--- src/rtl/half_store_narrow_if.sv ---
// rtl/half_store_narrow_if.sv - store request and halfword memory bus bundle
// The narrowing unit takes the slave view; the datapath/memory side takes the master view.
interface half_store_narrow_if #(
  parameter int ADDR_W = 32
);
  logic              req_valid;
  logic              req_ready;
  logic              req_mode;
  logic [ADDR_W-1:0] req_addr;
  logic [31:0]       req_data;
  logic              mem_valid;
  logic              mem_ready;
  logic [ADDR_W-1:0] mem_addr;
  logic [15:0]       mem_data;
  logic              ovf;

  modport slave (
    input  req_valid, req_mode, req_addr, req_data, mem_ready,
    output req_ready, mem_valid, mem_addr, mem_data, ovf
  );

  modport master (
    output req_valid, req_mode, req_addr, req_data, mem_ready,
    input  req_ready, mem_valid, mem_addr, mem_data, ovf
  );
endinterface

--- src/rtl/half_store_narrow.sv ---
// rtl/half_store_narrow.sv - splits sh/sw store requests into 16-bit memory beats
// sh yields one beat (with a sign-extension overflow flag), sw yields low then high beat.
module half_store_narrow #(
  parameter int ADDR_W = 32
) (
  input  logic                clk,
  input  logic                reset,
  half_store_narrow_if.slave  bus,
  output logic                align_err,
  output logic                busy
);

  typedef enum logic [1:0] {
    IDLE = 2'd0,
    LO   = 2'd1,
    HI   = 2'd2
  } state_t;

  state_t            r_state;
  logic              r_mode;
  logic [15:0]       r_data_hi;
  logic              r_mem_valid;
  logic [ADDR_W-1:0] r_mem_addr;
  logic [15:0]       r_mem_data;
  logic              r_ovf;
  logic              r_align_err;

  logic w_final;
  logic w_req_ready;
  logic w_accept;
  logic w_misaligned;
  logic w_ovf;

  // The last beat of a request may hand over to the next request on the same edge.
  assign w_final      = ((r_state == LO) && !r_mode) || (r_state == HI);
  assign w_req_ready  = !reset && ((r_state == IDLE) || (w_final && bus.mem_ready));
  assign w_accept     = bus.req_valid && w_req_ready;
  assign w_misaligned = bus.req_mode ? (bus.req_addr[1:0] != 2'b00) : bus.req_addr[0];
  assign w_ovf        = !bus.req_mode && (bus.req_data[31:16] != {16{bus.req_data[15]}});

  always_ff @(posedge clk or posedge reset) begin
    if (reset) begin
      r_state     <= IDLE;
      r_mode      <= 1'b0;
      r_data_hi   <= 16'h0000;
      r_mem_valid <= 1'b0;
      r_mem_addr  <= '0;
      r_mem_data  <= 16'h0000;
      r_ovf       <= 1'b0;
      r_align_err <= 1'b0;
    end else begin
      r_align_err <= 1'b0;
      if (w_accept) begin
        if (w_misaligned) begin
          // Dropped request: address/data registers keep their last beat.
          r_state     <= IDLE;
          r_mem_valid <= 1'b0;
          r_ovf       <= 1'b0;
          r_align_err <= 1'b1;
        end else begin
          r_state     <= LO;
          r_mode      <= bus.req_mode;
          r_data_hi   <= bus.req_data[31:16];
          r_mem_valid <= 1'b1;
          r_mem_addr  <= {bus.req_addr[ADDR_W-1:1], 1'b0};
          r_mem_data  <= bus.req_data[15:0];
          r_ovf       <= w_ovf;
        end
      end else begin
        case (r_state)
          LO: begin
            if (bus.mem_ready) begin
              if (r_mode) begin
                r_state    <= HI;
                r_mem_addr <= r_mem_addr + ADDR_W'(2);
                r_mem_data <= r_data_hi;
                r_ovf      <= 1'b0;
              end else begin
                r_state     <= IDLE;
                r_mem_valid <= 1'b0;
                r_ovf       <= 1'b0;
              end
            end
          end
          HI: begin
            if (bus.mem_ready) begin
              r_state     <= IDLE;
              r_mem_valid <= 1'b0;
              r_ovf       <= 1'b0;
            end
          end
          default: begin
            r_state     <= IDLE;
            r_mem_valid <= 1'b0;
            r_ovf       <= 1'b0;
          end
        endcase
      end
    end
  end

  assign bus.req_ready = w_req_ready;
  assign bus.mem_valid = r_mem_valid;
  assign bus.mem_addr  = r_mem_addr;
  assign bus.mem_data  = r_mem_data;
  assign bus.ovf       = r_ovf;
  assign align_err     = r_align_err;
  assign busy          = (r_state != IDLE);

endmodule

--- src/flat_wrapper.sv ---
// flat-port wrapper written by rule: the top's interface ports become plain ports
module half_store_narrow_flat 
#(
  parameter int ADDR_W = 32
)
  (clk, reset, align_err, busy, bus_req_valid, bus_req_mode, bus_req_addr, bus_req_data, bus_mem_ready, bus_req_ready, bus_mem_valid, bus_mem_addr, bus_mem_data, bus_ovf);
  half_store_narrow_if #(.ADDR_W(ADDR_W)) bus_i ();
  input  logic clk;
  input  logic reset;
  output logic align_err;
  output logic busy;
  input wire logic [$bits(bus_i.req_valid)-1:0] bus_req_valid;
  input wire logic [$bits(bus_i.req_mode)-1:0] bus_req_mode;
  input wire logic [$bits(bus_i.req_addr)-1:0] bus_req_addr;
  input wire logic [$bits(bus_i.req_data)-1:0] bus_req_data;
  input wire logic [$bits(bus_i.mem_ready)-1:0] bus_mem_ready;
  output wire logic [$bits(bus_i.req_ready)-1:0] bus_req_ready;
  output wire logic [$bits(bus_i.mem_valid)-1:0] bus_mem_valid;
  output wire logic [$bits(bus_i.mem_addr)-1:0] bus_mem_addr;
  output wire logic [$bits(bus_i.mem_data)-1:0] bus_mem_data;
  output wire logic [$bits(bus_i.ovf)-1:0] bus_ovf;
  assign bus_i.req_valid = bus_req_valid;
  assign bus_i.req_mode = bus_req_mode;
  assign bus_i.req_addr = bus_req_addr;
  assign bus_i.req_data = bus_req_data;
  assign bus_i.mem_ready = bus_mem_ready;
  assign bus_req_ready = bus_i.req_ready;
  assign bus_mem_valid = bus_i.mem_valid;
  assign bus_mem_addr = bus_i.mem_addr;
  assign bus_mem_data = bus_i.mem_data;
  assign bus_ovf = bus_i.ovf;
  half_store_narrow #(.ADDR_W(ADDR_W)) u_core (.clk(clk), .reset(reset), .bus(bus_i), .align_err(align_err), .busy(busy));
endmodule
--- config.mk ---
export PLATFORM = sky130hd
export DESIGN_NAME = half_store_narrow_flat
export DESIGN_NICKNAME = d
export VERILOG_FILES = /design/src/rtl/half_store_narrow_if.sv /design/src/rtl/half_store_narrow.sv /design/src/flat_wrapper.sv
export SDC_FILE = /design/constraint.sdc
export NUM_CORES = 1
export LEC_CHECK = 0
export ABC_AREA = 0
export CORE_UTILIZATION = 41
export CTS_CLUSTER_SIZE = 12
export DETAILED_ROUTE_END_ITERATION = 10
export GPL_TIMING_DRIVEN = 0
export PLACE_DENSITY = 0.72
export REMOVE_ABC_BUFFERS = 1
export SLEW_MARGIN = 10
export SYNTH_ARGS = -nofsm -noshare
export SYNTH_HDL_FRONTEND = slang
export SYNTH_SLANG_ARGS = --single-unit
--- constraint.sdc ---
create_clock -name clk -period 2.1 [get_ports clk]
set_input_delay 0.21 -clock clk [delete_from_list [all_inputs] [get_ports clk]]
set_output_delay 0.21 -clock clk [all_outputs]
set_load 0.03 [all_outputs]
Word-level counts from Yosys, hierarchy flattened. Cells that the tools add are included.

Bits in registers: 70. Output and inout bits: 53. Bits of input ports: 69. Logic and storage cells: 67.

Mux-type cells: 28. Add/subtract/negate cells: 1. Equal/unequal tests: 8. Reduce and logical (&&, ||, !) cells: 21. Bitwise operators: 1.

Operator list (number): 32-bit 2-to-1 mux (5); 16-bit 2-to-1 mux (5); 32-bit by 2-bit adder with 32-bit output, second input constant (1); 16-bit != test (1); 1-bit 2-to-1 mux (12); 2-bit nonzero test (5); 2-bit 2-to-1 mux (4); 3-bit by 2-bit != test with 1-bit output, second input constant (2); 1-bit logical AND (5); 2-bit case mux with 2 select lines (1); 2-bit AND reduction (2); 4-bit AND reduction (1); 1-bit logical NOT (3); 3-bit by 1-bit != test with 1-bit output, second input constant (1); 3-bit != test, second input constant (1); 3-bit AND reduction (1); 2-bit by 1-bit equality test with 1-bit output, second input constant (1); 2-bit equality test, second input constant (1); 2-bit logical NOT (1); 1-bit logical OR (2); 2-bit != test, second input constant (1); 1-bit case mux with 2 select lines (1); 2-bit OR reduction (1); 1-bit inverter (1).

Logic depth before layout (Yosys ltp).
Depth after elaboration: 9. Mapped depth: 9.

Worst setup path after synthesis. OpenSTA, ideal clock, no wires.

Kind: register to register. Start: register u_core.r_mem_addr[1], in the netlist u_core.bus.mem_addr[1]. End: register u_core.r_mem_addr[31], in the netlist u_core.bus.mem_addr[31]. Data arrival time: 1.882 ns. Clock period less this slack: 2.002 ns. Setup time: 0.120 ns. Required time: 1.980 ns. Stages on the path, launching flop included: 7. Slack: 0.098 ns. Path buffers: 0. Path through: dfrtp_1 ha_1 nand3_1 nor4_2 and3_1 a41oi_1 o211a_1.

Cells in the longest elaborated chain, start to end: 5.

RTL lines: from (decl) (line half_store_narrow.sv:23) `logic [ADDR_W-1:0] r_mem_addr;`; from (signal assigned) (line half_store_narrow.sv:65) `r_mem_addr <= {bus.req_addr[ADDR_W-1:1], 1'b0};`; from (signal assigned) (line half_store_narrow.sv:75) `r_mem_addr <= r_mem_addr + ADDR_W'(2);`; 32-bit by 2-bit adder with 32-bit output (line half_store_narrow.sv:75); 32-bit 2-to-1 mux (line half_store_narrow.sv:73) `if (r_mode) begin`; 32-bit 2-to-1 mux (line half_store_narrow.sv:72) `if (bus.mem_ready) begin`; 32-bit 2-to-1 mux (line half_store_narrow.sv:70) `case (r_state)`; 32-bit 2-to-1 mux (line half_store_narrow.sv:53) `if (w_accept) begin`.

Every way passes these cells. The select of a mux whose other input is x is not followed. A chain may end at the register's enable or synchronous reset.

Worst setup path in the final report.
Start: register u_core.r_state[1]. End: register u_core.r_mem_data[13], in the netlist u_core.bus.mem_data[13].

Cells in the longest elaborated chain, start to end: 9.

RTL lines: from (decl) (line half_store_narrow.sv:19) `state_t r_state;`; from (signal assigned) (line half_store_narrow.sv:43) `r_state <= IDLE;`; from (signal assigned) (line half_store_narrow.sv:56) `r_state <= IDLE;`; from (signal assigned) (line half_store_narrow.sv:61) `r_state <= LO;`; 2-bit by 1-bit equality test with 1-bit output (line half_store_narrow.sv:35, half_store_narrow.sv:70); 1-bit logical AND (line half_store_narrow.sv:35) `assign w_final = ((r_state == LO) && !r_mode) || (r_state == HI);`; 1-bit logical OR (line half_store_narrow.sv:35); 1-bit logical AND (line half_store_narrow.sv:36) `assign w_req_ready = !reset && ((r_state == IDLE) || (w_final && bus.mem_ready));`; 1-bit logical OR (line half_store_narrow.sv:36); 1-bit logical AND (line half_store_narrow.sv:36); 1-bit logical AND (line half_store_narrow.sv:37) `assign w_accept = bus.req_valid && w_req_ready;`; 2-bit != test (no source line) or 2-bit nonzero test (tied branches); 4-bit AND reduction (no source line); to (signal assigned) (line half_store_narrow.sv:66) `r_mem_data <= bus.req_data[15:0];`; to (signal assigned) (line half_store_narrow.sv:76) `r_mem_data <= r_data_hi;`; to (decl) (line half_store_narrow.sv:24) `logic [15:0] r_mem_data;`.

Parallel ways exist; a longest one is shown, timed or not.

==> results.yml <==
outcome:
  status: "complete, but fails checks"
  violations: "DRC"
logic_synthesis:
  synth-edff-count: 0
  ys_types: 53
  synthArstFlopShare: 1.00
  synth-seq-cells: 69
  syn_avg_cell_area_um2: 8.51
  synth_cells: 441
  yosysSeqAreaShare: 0.460
  ys.flop_type: "dfrtp_1"
  yosysWarnings: 0
  mappedNetlistArea_mm2: 0.00375
placed_design:
  gp_congestion: 0.774
  dp_hpwl_um: 7580
  port_buffers: 120
  dp_worst_setup_slack_ps: -717
  postPlaceCellArea_mm2: 0.00513
setup_path:
  cp.arrival_ps: 2260
  rr_startpoint: "u_core.r_state[1]$_DFFE_PP0P_"
  path_max_fanout: 13
  cp.required_ps: 2330
  rr_worst_depth: 8
  crit_end: "u_core.bus.mem_data[13]$_DFFE_PP0P_"
  timing.reg2reg.setup_slack_ps: 70
  end_kind: "flop"
  critPathLaunchType: "flop"
  critical_path_class: "reg2reg"
  r2r-end: "u_core.bus.mem_data[13]$_DFFE_PP0P_"
  cp-startpoint: "u_core.r_state[1]$_DFFE_PP0P_"
clock_network:
  cts.path.max_buffers: 2
  htreeDepth: 3
  clk_pin_slew_ps: 80
  hold_buffers: 0
  cts_buffers: 9
  cts_root_buf: "clkbuf_8"
  worst_skew_pair.late_latency_ps: 350
  cts_tree: "done"
  clock-sinks: 69
floorplan:
  start_util: 0.426
  core-area_mm2: 0.00881
  num_io_pins: 122
  dieArea_mm2: 0.00954
  die-height_um: 97.7
  dieWidth_um: 97.7
  rows: 34
finish:
  synthToLayoutAreaGrowth_pct: 51.7
  antenna_cells: 0
  final_common_cell: "clkdlybuf4s50_1"
  fin_area_mm2: 0.00569
  layout_common_cells: "119 x clkdlybuf4s50_1, 102 x nand2_1, 67 x dfrtp_1"
  drive_gt1_frac: 0.126
  nets: 646
  utilization: 0.646
sta:
  max-slew-margin-rel: 0.471
  fmax_mhz: 493
  period_share: 0.967
  finalSetupViolCount: 0
  fin_crit_ps: 2030
  fin_skew_ps: 12.6
  hold_viol_final: 0
  fin_ws_ps: 69.7
  tightest_slew_ps: 787
  drv_slew: 0
grt:
  grt_pass1_wl_um: 18400
  antenna_found_initial: 0
  grt_max_degree: 57
  overflow: 0
  grt_pass1_vias: 3755
  grtUsageTotal: 0.244
pwr:
  leakagePower_nw: 2.36
  power_density_mw_per_mm2: 923
  ir_drop_uv: 484
drt:
  vias: 3943
  first_iter_violations: 209
  postRouteAntennaNets: 0
  wl_um: 11500
  drc: 12
  firstDrtPassIters: 8
  avgViaCountPerCell: 5.75
  wire_per_inst_um: 16.8
min_path:
  hold_path_class: "in2async"
job:
  cap_violations: 0
## critical path: stages (launching register included)
cell       delay (ps)
dfrtp_2           460
inv_4              90
ha_4              180
nor2_4             80
a211o_4           370
o21ai_4           210
buf_4             170
bufbuf_16         270
a31oi_1            80
## state kept, by name, indices dropped and copies added (netlist names)
signal                count
u_core.align_err          1
u_core.r_data_hi         16
u_core.r_mode             1
u_core.bus.ovf            1
u_core.bus.mem_valid      1
u_core.bus.mem_data      16
u_core.bus.mem_addr      31
u_core.r_state            2
## metal layers
metal,part of all wire,global-route usage
met4,0.020,0.0932
met5,0,0
met1,0.43,0.310
met3,0.076,0.0547
met2,0.48,0.404
## cell usage after synthesis, types with 2 or more instances
cell type    n  area share
a21o_1       2      0.0040
a211oi_1     9       0.018
nand2b_1     6       0.010
and2_1       4      0.0067
nand4_1      9       0.015
a311oi_1     7       0.016
nand2_1    103        0.10
mux2i_1      2      0.0053
nand3_1     17       0.023
ha_1         4       0.013
and4_1       2      0.0047
nor3_1       9       0.012
o21ai_0     11       0.015
o32a_1       3      0.0080
clkbuf_1     5      0.0050
a41oi_1      3      0.0070
buf_4        4      0.0080
buf_2       16       0.021
dfrtp_1     69        0.46
o22ai_1      4      0.0067
o22a_1       3      0.0070
a21oi_1     22       0.029
and3_1      10       0.017
nor2_1      57       0.057
nor4_1       3      0.0050
a31oi_1     23       0.038
a22oi_1      2      0.0040
a22o_1       2      0.0047
a211o_1      2      0.0047
o32ai_1      2      0.0047
inv_1        4      0.0040
## report_power, final
part / internal (mW) / leakage (nW) / switching, mW
Clock: 0.826 / 0.124 / 0.539
Sequential: 1.62 / 0.806 / 0.297
Combinational: 0.867 / 1.43 / 1.10
Total: 3.32 / 2.36 / 1.94
## cell type report
type / instances / area (µm²)
fillers: 727 / 3120
inverters: 4 / 20.0
multi-input cells: 344 / 2040
repair buffers: 145 / 1520
clock buffers: 11 / 141
flip-flops and latches: 69 / 1730
clock inverters: 5 / 108
well taps: 108 / 135
## worst min path at each step
stage                                           from                          endpoint  slack (ps)  cells after the start
floorplan                            bus_req_addr[0]        u_core.bus.ovf$_DFFE_PP0P_         300                      1
global placement    u_core.r_data_hi[13]$_DFFE_PP0P_  u_core.r_data_hi[13]$_DFFE_PP0P_         460                      2
detailed placement  u_core.r_data_hi[13]$_DFFE_PP0P_  u_core.r_data_hi[13]$_DFFE_PP0P_         460                      2
CTS                                            reset        u_core.align_err$_DFF_PP0_         200                      2
global route                                   reset     u_core.r_state[0]$_DFFE_PP0P_         210                      2
finish                                         reset        u_core.align_err$_DFF_PP0_         210                      2
## repair_timing
| action | CTS | global route |
|---|---|---|
| gates cloned | 2 | 1 |
| gates resized for setup | 19 | 16 |
| buffers inserted | 9 | 6 |
| pin swaps | 4 | 6 |
| endpoints found under the setup margin | 67 | 54 |
## cells by family (layout without fill, tap and decap cells)
logic type / count (synthesis) / in the layout / share of synthesized area
simple gates: 231 / 231 / 0.284
compound gates: 105 / 106 / 0.198
flops: 69 / 69 / 0.460
buf+inv: 29 / 165 / 0.0384
fa+ha+maj: 4 / 4 / 0.0133
mux: 2 / 2 / 0.00534
other cells: 1 / 1 / 0.00100
## per-stage QoR
stage                     power, mW  setup TNS [ps]  hold slack (ps)  std cells
after CTS                      5.24               0              202        679
after global placement         3.76         -268860              457        644
after detailed placement       3.83          -30990              465        652
final                          5.25               0              209        686
after floorplan                2.97          -86610              305        416
after global routing           5.51           -3.56              214        686
Power figures use the tool's default switching activity.
